[config.mk]
export PLATFORM = sky130hd
export DESIGN_NAME = rom_ctrl
export DESIGN_NICKNAME = d
export VERILOG_FILES = /design/src/rtl/rom_ctrl.sv
export SDC_FILE = /design/constraint.sdc
export NUM_CORES = 1
export LEC_CHECK = 0
export ABC_AREA = 1
export CORE_ASPECT_RATIO = 0.7
export CORE_MARGIN = 3
export CORE_UTILIZATION = 30
export DETAILED_ROUTE_END_ITERATION = 8
export PLACE_DENSITY = 0.52
export SETUP_SLACK_MARGIN = 0.05
export SLEW_MARGIN = 25
export SYNTH_ARGS = -nofsm -noshare
export SYNTH_HDL_FRONTEND = slang
export SYNTH_SLANG_ARGS = --single-unit
[constraint.sdc]
create_clock -name sys_clk -period 2 [get_ports sys_clk]
set_input_delay 0.4 -clock sys_clk [delete_from_list [all_inputs] [get_ports sys_clk]]
set_output_delay 0.4 -clock sys_clk [all_outputs]
set_load 0.01 [all_outputs]
[src/rtl/rom_ctrl.sv]
// Read-address generator for a 256-word ROM: free-running stepped address,
// with two key-toggled hold modes that pin the address at word 99 or 199.
module rom_ctrl #(
  parameter logic [23:0] CNT_MAX = 24'd9_999_999
) (
  input  logic       sys_clk,
  input  logic       sys_rst_n,
  input  logic       key1,
  input  logic       key2,
  output logic [7:0] addr
);

  logic [23:0] cnt_q, cnt_d;
  logic [7:0]  addr_cnt_q, addr_cnt_d;
  logic        key1_flag_q, key1_flag_d;
  logic        key2_flag_q, key2_flag_d;
  logic        hold;

  assign hold = key1_flag_q | key2_flag_q;

  always_ff @(posedge sys_clk or negedge sys_rst_n) begin
    if (!sys_rst_n) begin
      cnt_q       <= '0;
      addr_cnt_q  <= '0;
      key1_flag_q <= 1'b0;
      key2_flag_q <= 1'b0;
    end else begin
      cnt_q       <= cnt_d;
      addr_cnt_q  <= addr_cnt_d;
      key1_flag_q <= key1_flag_d;
      key2_flag_q <= key2_flag_d;
    end
  end

  // Interval counter is cleared during hold, so each resume starts a full interval.
  always_comb begin
    cnt_d      = cnt_q;
    addr_cnt_d = addr_cnt_q;
    if (hold) begin
      cnt_d = '0;
    end else if (cnt_q == CNT_MAX) begin
      cnt_d      = '0;
      addr_cnt_d = addr_cnt_q + 8'd1;
    end else begin
      cnt_d = cnt_q + 24'd1;
    end
  end

  // key1 wins a same-cycle tie; entering one hold always cancels the other.
  always_comb begin
    key1_flag_d = key1_flag_q;
    key2_flag_d = key2_flag_q;
    if (key1) begin
      key1_flag_d = ~key1_flag_q;
      key2_flag_d = 1'b0;
    end else if (key2) begin
      key2_flag_d = ~key2_flag_q;
      key1_flag_d = 1'b0;
    end
  end

  always_comb begin
    addr = addr_cnt_q;
    if (key1_flag_q)
      addr = 8'd99;
    else if (key2_flag_q)
      addr = 8'd199;
  end

endmodule

==> results.ini <==
[placed_design]
place_congestion=0.806
hpwl_um=3520
port_buffers=11
placed_cell_area_um2=2280
post-place-cells=387
place_ws_ps=122

[synthesis]
avgSynthCellArea_um2=7.20
ys.warnings.count=0
ys_seq_elements=34
ys_seq_area_share_pct=42.1
yosys.area.top_type=dfrtp_1
syn_area_um2=2020
syn_inst=281
synth_area_leaders=dfrtp_1 (42%), nand2_1 (16%), nor2_1 (10%)
synth_top_area_share_pct=42.1
synth_cell_types=24
synth_nets=287

[timing]
drv_slew=0
skew_ps=6.45
finalSetupViolCount=0
hold-worst-slack_ps=140
hold_viol_final=0
worstMarginPinSlew_ps=445
setup_tns_ps=0
finalCriticalPeriod_ps=1900
grt_setup_unrepaired=false
setup_slack_ps=104
max_slew_margin_pct=70.3
fin_crit_sh_pct=94.8
max_freq_mhz=527

[pwr]
pwr_density_cell_nw_per_um2=585
vdd_ir_drop_max_uv=217
power.leakage_nw=1.14

[drt]
firstDrtPassIters=4
wl_um=4640
viasPerCell=4.35
ant_nets=0
wl_per_cell_um=11.6
num_vias=1736
drc_errors=0
drt_iter0_markers=70

[global_route]
grt_usage_pct=13.2
overflow=0
grt_pass1_wl_um=8000
grt_pass1_vias=1612
grt_max_degree=35
antenna_found_initial=0

[setup_path]
critical_path_arrival_ps=1500
worst_setup_path_end_kind=output port
crit_fanout=5
crit_type=flip-flop to output port
worstPathRequired_ps=1600
worst_setup_path_start_kind=flip-flop

[cts]
ctsRootBufferMaster=clkbuf_8
cts_tree=done
clk_latency_ps=280
path_clk_slew_ps=70
cts-buffers-inserted=5
hold_buffers=0
clock-sinks=34
h-tree-depth=2
clockBufferDepth=2

[die]
io_pins=12
start_util_pct=31.8
rows=24
die_w_um=104
core_area_um2=6370
die_h_um=74.7
dieArea_um2=7780

[final_layout]
final_cell_count_no_fill=399
nets=313
fillers=709
drive_gt1_share_pct=13.3
num_antenna_cells=0
design_area_um2=2410
area_growth_pct=19.1

[worst_hold_path]
hold_class=input port to async pin

[run]
maxCapViolCount=0

[status]
status=finished clean

-- sequential cells by signal, indices dropped and copies added (netlist names) --
register,cells
addr_cnt_q,8
key2_flag_q,1
key1_flag_q,1
cnt_q,24
-- per-stage QoR --
stage          power, mW  utilization (%)
4_1_cts             1.43             37.7
3_5_place_dp       0.885             35.8
2_1_floorplan      0.798                -
3_3_place_gp       0.884             35.8
5_1_grt             1.48             37.8
6_report            1.41             37.8
-- power by group --
part	switching, mW	internal [mW]	leakage (nW)
clock network	0.251	0.277	0.0472
logic	0.0987	0.0736	0.627
registers	0.00994	0.700	0.469
total	0.360	1.05	1.14
-- worst max-delay path, cell delays in order, from the launching register on --
cell and delay, ps:
dfrtp_2 430, buf_4 150, nor2_1 90, clkdlybuf4s50_1 540
-- worst paths after layout --
path                                     from            end  slack, ps  depth (start not counted)
worst max-delay path              key1_flag_q        addr[7]        100                          3
worst min-delay path                sys_rst_n  addr_cnt_q[5]        140                          2
worst max register to register       cnt_q[0]       cnt_q[7]        430                          8
worst min register to register  addr_cnt_q[1]  addr_cnt_q[1]        540                          2
max in group asynchronous           sys_rst_n    key1_flag_q       1520                          2
min in group sys_clk            addr_cnt_q[1]  addr_cnt_q[1]        540                          2
-- metal layers --
metal  up-vias  part of all wire (%)  global-route usage, %
met5         -                     0                      0
met4         0                  0.54                   3.10
met3         2                   3.3                   3.17
met2        21                    38                   18.4
met1       793                    58                   20.5
li1        920                     -                      -
-- synthesized netlist by cell type (all sizes together) --
cell	n
nand2	91
nand3	22
nand4	3
a21oi	8
inv	30
o21ai	4
xnor2	8
dfrtp	34
or2	1
nor2	63
xor2	8
clkinv	1
nand3b	1
ha	2
nor3	2
buf	2
o21bai	1
-- cells in the final DEF, fill, tap and decap left out, types with 2 or more instances in the layout --
| master | instances |
|---|---|
| dlygate4sd2_1 | 4 |
| inv_2 | 4 |
| nand3_1 | 22 |
| buf_4 | 9 |
| nor2_1 | 56 |
| clkbuf_8 | 6 |
| a21oi_1 | 8 |
| nand4_1 | 3 |
| nand2_2 | 5 |
| ha_1 | 2 |
| dfrtp_1 | 33 |
| nor2_4 | 4 |
| dlymetal6s2s_1 | 3 |
| clkdlybuf4s50_1 | 3 |
| inv_1 | 26 |
| xor2_1 | 8 |
| nor2_2 | 2 |
| xnor2_1 | 8 |
| nand2_1 | 85 |
| clkinv_2 | 2 |
| o21ai_0 | 4 |
-- cell families (layout without fill, tap and decap cells) --
family	count (synthesis)	in the layout	synth area share, %
DFF	34	34	42.1
xor gates and xnor gates	16	16	6.93
buffers and inverters	33	60	6.31
AOI/OAI and AO/OA	13	13	3.34
and+or+nand+nor	183	183	40.1
adders and majority gates	2	2	1.24
-- area by class of cell --
type                            instances  area [um2]  share of cell area, %
Tap cell                               91         114                   4.73
Inverter                               31         118                   4.88
Clock inverter                          2        12.5                  0.519
Timing Repair Buffer                   21         186                   7.74
Clock buffer                            6        82.6                   3.43
Sequential cell                        34         852                   35.4
Multi-Input combinational cell        214        1040                   43.3
-- timing repair --
item	in CTS	in global routing
gates resized for setup	6	3
pin swaps	1	0
setup endpoints to repair	5	3
setup buffers	4	0
No activity file was read; power rests on OpenSTA's default activity.
